==> config.mk <==
export PLATFORM = sky130hd
export DESIGN_NAME = bullcow_display
export DESIGN_NICKNAME = d
export VERILOG_FILES = /design/src/rtl/bullcow_pkg.sv /design/src/rtl/bin2bcd_seq.sv /design/src/rtl/bullcow_display.sv
export SDC_FILE = /design/constraint.sdc
export NUM_CORES = 1
export LEC_CHECK = 0
export BUFFER_PORTS_ARGS = -buffer_cell sky130_fd_sc_hd__buf_2
export CELL_PAD_IN_SITES_DETAIL_PLACEMENT = 1
export CELL_PAD_IN_SITES_GLOBAL_PLACEMENT = 2
export CORE_UTILIZATION = 39
export CTS_CLUSTER_SIZE = 16
export DETAILED_ROUTE_END_ITERATION = 8
export GPL_TIMING_DRIVEN = 0
export PLACE_DENSITY = 0.88
export SLEW_MARGIN = 20
export SYNTH_ARGS = -nofsm -noshare
export SYNTH_HDL_FRONTEND = slang
export SYNTH_SLANG_ARGS = --single-unit
==> constraint.sdc <==
create_clock -name clock -period 4.6 [get_ports clock]
set_input_delay 0.92 -clock clock [delete_from_list [all_inputs] [get_ports clock]]
set_output_delay 0.92 -clock clock [all_outputs]
set_load 0.01 [all_outputs]
==> src/rtl/bullcow_pkg.sv <==
// rtl/bullcow_pkg.sv - Bulls & Cows shared types: game state codes, display glyphs, glyph-to-segment map.
package bullcow_pkg;

  typedef enum logic [2:0] {
    J1_SETUP = 3'b000,
    J2_SETUP = 3'b001,
    J1_GUESS = 3'b010,
    J2_GUESS = 3'b011,
    END_GAME = 3'b111
  } state_t;

  typedef enum logic [1:0] {
    MODE_PROMPT,
    MODE_RESULT,
    MODE_SCORE,
    MODE_ERROR
  } mode_t;

  typedef enum logic [4:0] {
    HEX0, HEX1, HEX2, HEX3, HEX4, HEX5, HEX6, HEX7,
    HEX8, HEX9, HEXA, HEXB, HEXC, HEXD, HEXE, HEXF,
    GLY_J, GLY_B, GLY_C, GLY_S, GLY_DASH, GLY_BLANK
  } glyph_t;

  function automatic glyph_t hex_glyph(input logic [3:0] nib);
    return glyph_t'({1'b0, nib});
  endfunction

  // Active-low segments, bit 0 = a ... bit 6 = g.
  function automatic logic [6:0] glyph_seg(input glyph_t g);
    logic [6:0] s;
    case (g)
      HEX0:      s = 7'h40;
      HEX1:      s = 7'h79;
      HEX2:      s = 7'h24;
      HEX3:      s = 7'h30;
      HEX4:      s = 7'h19;
      HEX5:      s = 7'h12;
      HEX6:      s = 7'h02;
      HEX7:      s = 7'h78;
      HEX8:      s = 7'h00;
      HEX9:      s = 7'h10;
      HEXA:      s = 7'h08;
      HEXB:      s = 7'h03;
      HEXC:      s = 7'h46;
      HEXD:      s = 7'h21;
      HEXE:      s = 7'h06;
      HEXF:      s = 7'h0E;
      GLY_J:     s = 7'h61;
      GLY_B:     s = 7'h03;
      GLY_C:     s = 7'h46;
      GLY_S:     s = 7'h12;
      GLY_DASH:  s = 7'h3F;
      default:   s = 7'h7F;
    endcase
    return s;
  endfunction

endpackage

==> src/rtl/bin2bcd_seq.sv <==
// rtl/bin2bcd_seq.sv - sequential shift-add-3 converter, 8-bit binary to 3-digit BCD.
// One load cycle then eight shift cycles; done pulses once with the result held on bcd_o.
module bin2bcd_seq (
  input  logic        clock,
  input  logic        reset,
  input  logic        start_i,
  input  logic [7:0]  bin_i,
  output logic        busy_o,
  output logic        done_o,
  output logic [11:0] bcd_o
);

  typedef enum logic {ST_IDLE, ST_SHIFT} conv_state_t;

  conv_state_t state_q, state_d;
  logic [18:0] sr_q, sr_d;
  logic [2:0]  cnt_q, cnt_d;
  logic        done_q, done_d;
  logic [11:0] bcd_q, bcd_d;
  logic [18:0] adj;
  logic [19:0] shifted;

  always_ff @(posedge clock or posedge reset) begin
    if (reset) begin
      state_q <= ST_IDLE;
      sr_q    <= '0;
      cnt_q   <= '0;
      done_q  <= 1'b0;
      bcd_q   <= '0;
    end else begin
      state_q <= state_d;
      sr_q    <= sr_d;
      cnt_q   <= cnt_d;
      done_q  <= done_d;
      bcd_q   <= bcd_d;
    end
  end

  always_comb begin
    state_d = state_q;
    sr_d    = sr_q;
    cnt_d   = cnt_q;
    done_d  = 1'b0;
    bcd_d   = bcd_q;
    // Hundreds never exceeds 2 for an 8-bit input, so only units and tens need the add-3.
    adj = sr_q;
    if (adj[11:8] >= 4'd5) adj[11:8] = adj[11:8] + 4'd3;
    if (adj[15:12] >= 4'd5) adj[15:12] = adj[15:12] + 4'd3;
    shifted = {adj, 1'b0};
    case (state_q)
      ST_IDLE: begin
        if (start_i) begin
          sr_d    = {11'd0, bin_i};
          cnt_d   = 3'd0;
          state_d = ST_SHIFT;
        end
      end
      ST_SHIFT: begin
        sr_d  = shifted[18:0];
        cnt_d = cnt_q + 3'd1;
        if (cnt_q == 3'd7) begin
          state_d = ST_IDLE;
          done_d  = 1'b1;
          bcd_d   = shifted[19:8];
        end
      end
      default: state_d = ST_IDLE;
    endcase
  end

  assign busy_o = (state_q == ST_SHIFT);
  assign done_o = done_q;
  assign bcd_o  = bcd_q;

endmodule

==> src/rtl/bullcow_display.sv <==
// rtl/bullcow_display.sv - Bulls & Cows display back end: mode formatting, digit scan, blink, score BCD.
// All of an/seg/dp are registered; the mode is decoded combinationally each cycle.
module bullcow_display
  import bullcow_pkg::*;
#(
  parameter int SCAN_DIV  = 100_000,
  parameter int BLINK_DIV = 50_000_000
) (
  input  logic        clock,
  input  logic        reset,
  input  logic [2:0]  game_state,
  input  logic [15:0] SW,
  input  logic        J1_guess_confirmed,
  input  logic        J2_guess_confirmed,
  input  logic [2:0]  J1_bull_count,
  input  logic [2:0]  J1_cow_count,
  input  logic [2:0]  J2_bull_count,
  input  logic [2:0]  J2_cow_count,
  input  logic [7:0]  J1_points,
  input  logic [7:0]  J2_points,
  output logic [7:0]  an,
  output logic [6:0]  seg,
  output logic        dp
);

  localparam int SCAN_W  = $clog2(SCAN_DIV);
  localparam int BLINK_W = $clog2(BLINK_DIV);
  localparam logic [SCAN_W-1:0]  SCAN_MAX  = SCAN_W'(SCAN_DIV - 1);
  localparam logic [BLINK_W-1:0] BLINK_MAX = BLINK_W'(BLINK_DIV - 1);

  logic [SCAN_W-1:0]  scan_cnt_q, scan_cnt_d;
  logic [2:0]         idx_q, idx_d;
  logic [BLINK_W-1:0] blink_cnt_q, blink_cnt_d;
  logic               blink_q, blink_d;
  logic               load_sel_q, load_sel_d;
  logic               conv_sel_q, conv_sel_d;
  logic [11:0]        j1_bcd_q, j1_bcd_d;
  logic [11:0]        j2_bcd_q, j2_bcd_d;
  logic [7:0]         an_q, an_d;
  logic [6:0]         seg_q, seg_d;
  logic               dp_q, dp_d;

  mode_t       mode;
  glyph_t      glyph;
  logic [3:0]  sw_nib;
  logic [2:0]  bulls, cows;
  logic        conv_start, conv_busy, conv_done;
  logic [7:0]  conv_bin;
  logic [11:0] conv_bcd;

  bin2bcd_seq u_bcd (
    .clock   (clock),
    .reset   (reset),
    .start_i (conv_start),
    .bin_i   (conv_bin),
    .busy_o  (conv_busy),
    .done_o  (conv_done),
    .bcd_o   (conv_bcd)
  );

  always_ff @(posedge clock or posedge reset) begin
    if (reset) begin
      scan_cnt_q  <= '0;
      idx_q       <= '0;
      blink_cnt_q <= '0;
      blink_q     <= 1'b0;
      load_sel_q  <= 1'b0;
      conv_sel_q  <= 1'b0;
      j1_bcd_q    <= '0;
      j2_bcd_q    <= '0;
      an_q        <= 8'hFF;
      seg_q       <= 7'h7F;
      dp_q        <= 1'b1;
    end else begin
      scan_cnt_q  <= scan_cnt_d;
      idx_q       <= idx_d;
      blink_cnt_q <= blink_cnt_d;
      blink_q     <= blink_d;
      load_sel_q  <= load_sel_d;
      conv_sel_q  <= conv_sel_d;
      j1_bcd_q    <= j1_bcd_d;
      j2_bcd_q    <= j2_bcd_d;
      an_q        <= an_d;
      seg_q       <= seg_d;
      dp_q        <= dp_d;
    end
  end

  always_comb begin
    mode = MODE_ERROR;
    case (state_t'(game_state))
      J1_SETUP, J2_SETUP: mode = MODE_PROMPT;
      J1_GUESS: mode = J1_guess_confirmed ? MODE_RESULT : MODE_PROMPT;
      J2_GUESS: mode = J2_guess_confirmed ? MODE_RESULT : MODE_PROMPT;
      END_GAME: mode = MODE_SCORE;
      default:  mode = MODE_ERROR;
    endcase
  end

  // The converter accepts a load whenever idle; the top alternates J1/J2 and tags each
  // in-flight conversion so the result lands in the right register.
  always_comb begin
    conv_start = ~conv_busy;
    conv_bin   = load_sel_q ? J2_points : J1_points;
    load_sel_d = load_sel_q;
    conv_sel_d = conv_sel_q;
    j1_bcd_d   = j1_bcd_q;
    j2_bcd_d   = j2_bcd_q;
    if (conv_done) begin
      if (conv_sel_q) j2_bcd_d = conv_bcd;
      else            j1_bcd_d = conv_bcd;
    end
    if (conv_start) begin
      conv_sel_d = load_sel_q;
      load_sel_d = ~load_sel_q;
    end
  end

  always_comb begin
    scan_cnt_d = (scan_cnt_q == SCAN_MAX) ? '0 : scan_cnt_q + 1'b1;
    idx_d      = (scan_cnt_q == SCAN_MAX) ? idx_q + 3'd1 : idx_q;
    blink_cnt_d = '0;
    blink_d     = 1'b0;
    if (mode == MODE_SCORE) begin
      blink_cnt_d = (blink_cnt_q == BLINK_MAX) ? '0 : blink_cnt_q + 1'b1;
      blink_d     = (blink_cnt_q == BLINK_MAX) ? ~blink_q : blink_q;
    end
  end

  always_comb begin
    glyph = GLY_BLANK;
    case (idx_q[1:0])
      2'd0:    sw_nib = SW[3:0];
      2'd1:    sw_nib = SW[7:4];
      2'd2:    sw_nib = SW[11:8];
      default: sw_nib = SW[15:12];
    endcase
    bulls = game_state[0] ? J2_bull_count : J1_bull_count;
    cows  = game_state[0] ? J2_cow_count  : J1_cow_count;
    case (mode)
      MODE_PROMPT, MODE_RESULT: begin
        if (!idx_q[2]) begin
          glyph = hex_glyph(sw_nib);
        end else if (mode == MODE_PROMPT) begin
          case (idx_q[1:0])
            2'd3:    glyph = GLY_J;
            2'd2:    glyph = game_state[0] ? HEX2 : HEX1;
            default: glyph = GLY_BLANK;
          endcase
        end else begin
          case (idx_q[1:0])
            2'd3:    glyph = GLY_B;
            2'd2:    glyph = hex_glyph({1'b0, bulls});
            2'd1:    glyph = GLY_C;
            default: glyph = hex_glyph({1'b0, cows});
          endcase
        end
      end
      MODE_SCORE: begin
        case (idx_q)
          3'd7:    glyph = HEX1;
          3'd6:    glyph = hex_glyph(j1_bcd_q[11:8]);
          3'd5:    glyph = hex_glyph(j1_bcd_q[7:4]);
          3'd4:    glyph = hex_glyph(j1_bcd_q[3:0]);
          3'd3:    glyph = HEX2;
          3'd2:    glyph = hex_glyph(j2_bcd_q[11:8]);
          3'd1:    glyph = hex_glyph(j2_bcd_q[7:4]);
          default: glyph = hex_glyph(j2_bcd_q[3:0]);
        endcase
      end
      default: glyph = GLY_DASH;
    endcase
    an_d  = (mode == MODE_SCORE && blink_q) ? 8'hFF : ~(8'd1 << idx_q);
    seg_d = glyph_seg(glyph);
    dp_d  = !(mode == MODE_SCORE && idx_q == 3'd4);
  end

  assign an  = an_q;
  assign seg = seg_q;
  assign dp  = dp_q;

endmodule
==> impl_metrics.csv <==
group,metric,value,unit
sta,fin_skew,0.0115,ns
hold_path,min_path_cells,1,
cts,h-tree-depth,4,
pwr,power,0.00303,W
synth,yosysSeqAreaShare,50.6,%
synth,yosysWarnings,0,
synth,synth_nets,648,
sta,finalMaxSlewViolations,0,
floorplan,core_area,15400,µm²
synth,yosysMostFrequentCell,"dfrtp_1",
global_route,busiest_layer,"met2",
critical_path,cp-start-kind,"flip-flop",
run,maxCapViolCount,0,
sta,max_freq,284,MHz
synth,netlist.area_leader.share,43.8,%
cts,clock-root-buffer,"clkbuf_16",
floorplan,die_area,16500,µm²
final_layout,stdcell_area,7470,µm²
run_status,status,"completed",
place,dpl.cell_count,853,
synth,yosys-top-cells-area,"dfrtp_1 (44%), dfstp_2 (6.8%), mux2_2 (6.0%)",
global_route,grt_max_degree,72,
synth,synth_ff_type,"dfrtp_1",
hold_path,hold_end,"u_bcd.cnt_q[0]$_DFF_PP0_",
final_layout,drive_above_1_share,24.6,%
cts,cts_buffers,17,
global_route,grt_usage,20.5,%
cts,clk_pin_slew,0.06,ns
detailed_routing,drt-pass1-iter-count,4,
hold_path,hold_start,"u_bcd.cnt_q[0]$_DFF_PP0_",
detailed_routing,antenna_left,0,
sta,rsz0062_at_grt,"no",
sta,hold_violations,0,
sta,finalCriticalPeriod,3.53,ns
global_route,gr-total-overflow,0,
place,placed_area,6850,µm²
critical_path,r2r_end,"seg[6]$_DFF_PP1_",
final_layout,nNetsFinal,733,
pwr,leakage,3.34,nW
detailed_routing,vias,4787,
cts,clock-sinks,125,
synth,syn_inst,576,
global_route,grt_pass1_wl,26.1,mm
detailed_routing,drt-total-wl,15.6,mm
hold_path,min_path_type,"reg2reg",
global_route,grtUsageMet3,5.86,%
detailed_routing,dr.first_iter.drc_count,158,
critical_path,cp_data_arrival_time,3.86,ns
sta,final-setup-viol-count,0,
critical_path,cp-end-kind,"flip-flop",
place,io_buffers,65,
global_route,use_met2,35.3,%
synth,synthTopCellsByCount,"dfrtp_1 (109), nand2_1 (57), nor2_1 (47), mux2_2 (33), nand3_1 (29)",
synth,yosysTopAreaCell,"dfrtp_1",
final_layout,synthToLayoutAreaGrowth,20.0,%
global_route,use_met1,24.4,%
floorplan,io_pins,67,
final_layout,diodes,0,
place,globalplace.congestion,0.769,
critical_path,reg2reg_from,"idx_q[2]$_DFFE_PP0N_",
sta,final.period_utilization,76.6,%
synth,synth_edf_count,0,
cts,cts.repair.resized,0,
critical_path,cp_max_fo,10,
synth,syn_avg_cell_area,10.8,µm²
sta,maxSlewHeadroom,56.1,%
floorplan,rows,45,
pwr,peakVddDrop,0.298,mV
detailed_routing,viasPerCell,5.41,
floorplan,dieWidth,128,µm
floorplan,fp.dieH,128,µm
critical_path,crit_required,4.94,ns
cts,cts_tree,"done",
global_route,antenna_found_initial,0,
synth,synth_seq_cells,125,
critical_path,rr_worst_depth,15,
place,dp_hpwl,11.0,mm
synth,syn_area,6230,µm²
synth,synth_async_sr_flop_share,100,%
floorplan,start_util,40.5,%
sta,tightestPinTransition,0.659,ns
detailed_routing,wl_per_cell,17.6,µm
final_layout,instances_no_fill,885,
critical_path,worst-setup-path-type,"reg2reg",
cts,cts_max_path_buffers,2,
global_route,grt_pass1_vias,5162,
pwr,powerDensity,406,nW/µm²
critical_path,ff2ff_setup_slack,1.07,ns
cts,post_cts_buffers,0,
cts,cts_hold_buf,0,
cts,insertion_delay,0.41,ns
detailed_routing,route.detailed.drc,0,
synth,synth_cell_types,67,
critical path: stages, from the launching register on:
cell	delay, ns
dfrtp_1	0.36
buf_2	0.25
buf_2	0.28
inv_1	0.14
ha_1	0.27
nor4_2	0.50
a32oi_1	0.18
nand3_1	0.15
and2_1	0.19
or2_1	0.21
inv_1	0.11
ha_1	0.25
nor2_1	0.12
and4_1	0.18
o21ai_0	0.09
o31a_1	0.14
routing by layer:
metal / share of wire [%] / vias to the layer above
met1: 44 / 2451
met4: 2.2 / 0
met3: 3.9 / 30
met5: 0 / -
met2: 50 / 109
li1: - / 2197
layout make-up:
type | count | area [µm²]
inverter | 16 | 65.1
timing repair buffer | 66 | 353
clock inverter | 6 | 134
fill | 1714 | 7900
sequential | 125 | 3150
multi-input combinational | 409 | 2890
clock buffer | 26 | 489
tap | 211 | 264
buffer | 26 | 134
power breakdown:
group          internal, W  switching (W)  total, W
registers          0.00123      0.0000807   0.00131
clock network     0.000951       0.000466   0.00142
logic             0.000154       0.000151  0.000305
through the flow:
| stage | util, % | setup slack (ns) | TNS (ns) | hold WS (ns) |
|---|---|---|---|---|
| 2_1_floorplan | - | 0.379 | 0 | 0.409 |
| 3_3_place_gp | 44.3 | -0.999 | -107.79 | 0.422 |
| 3_5_place_dp | 44.6 | 1.06 | 0 | 0.429 |
| 4_1_cts | 48.6 | 1.04 | 0 | 0.437 |
| 5_1_grt | 48.6 | 0.765 | 0 | 0.456 |
| 6_report | 48.6 | 1.07 | 0 | 0.434 |
how the worst max path moves through the flow:
stage	start	end	slack (ns)	cells after the start
final	idx_q[2]$_DFFE_PP0N_	seg[6]$_DFF_PP1_	1.07	15
after global routing	idx_q[2]$_DFFE_PP0N_	seg[6]$_DFF_PP1_	0.76	15
after CTS	idx_q[2]$_DFFE_PP0N_	seg[6]$_DFF_PP1_	1.04	15
after detailed placement	idx_q[2]$_DFFE_PP0N_	seg[6]$_DFF_PP1_	1.06	15
after global placement	reset	scan_cnt_q[4]$_DFF_PP0_	-1.0	2
after floorplan	reset	blink_cnt_q[0]$_DFF_PP0_	0.38	1
cell usage in the layout (no fill, tap or decap), types with 3 or more instances in the layout:
cell	instances
dfrtp_1	109
buf_2	76
nand2_1	57
nor2_1	47
mux2_2	33
nand3_1	29
xor2_1	28
o21ai_0	21
ha_1	21
clkbuf_1	17
clkbuf_16	17
dfstp_2	16
inv_1	15
xnor2_1	14
and2_1	14
mux2i_1	14
a21oi_1	13
and3_1	12
nor2b_1	10
nand4_1	9
and4_1	7
a31oi_1	5
nand2b_1	4
nor3b_1	4
a222oi_1	4
bufinv_16	4
mux2_1	3
nor3_1	3
a211oi_1	3
a221oi_1	3
a22oi_1	3
clkbuf_8	3
sequential cells by signal, summed over array words and instances, names as in the netlist, 7 cells and up:
| signal | count |
|---|---|
| scan_cnt_q | 17 |
| u_bcd.sr_q | 19 |
| j2_bcd_q | 12 |
| blink_cnt_q | 26 |
| seg | 7 |
| an | 8 |
| j1_bcd_q | 12 |
| u_bcd.bcd_o | 12 |
cells by family after synthesis:
| group | after synthesis | synth area share (%) |
|---|---|---|
| muxes | 52 | 9.24 |
| DFF | 125 | 50.6 |
| adders and majority gates | 21 | 4.22 |
| xor gates and xnor gates | 42 | 5.91 |
| AOI/OAI and AO/OA | 83 | 9.62 |
| and+or+nand+nor | 211 | 17.3 |
| buffers and inverters | 42 | 3.11 |
Power figures use the tool's default switching activity.
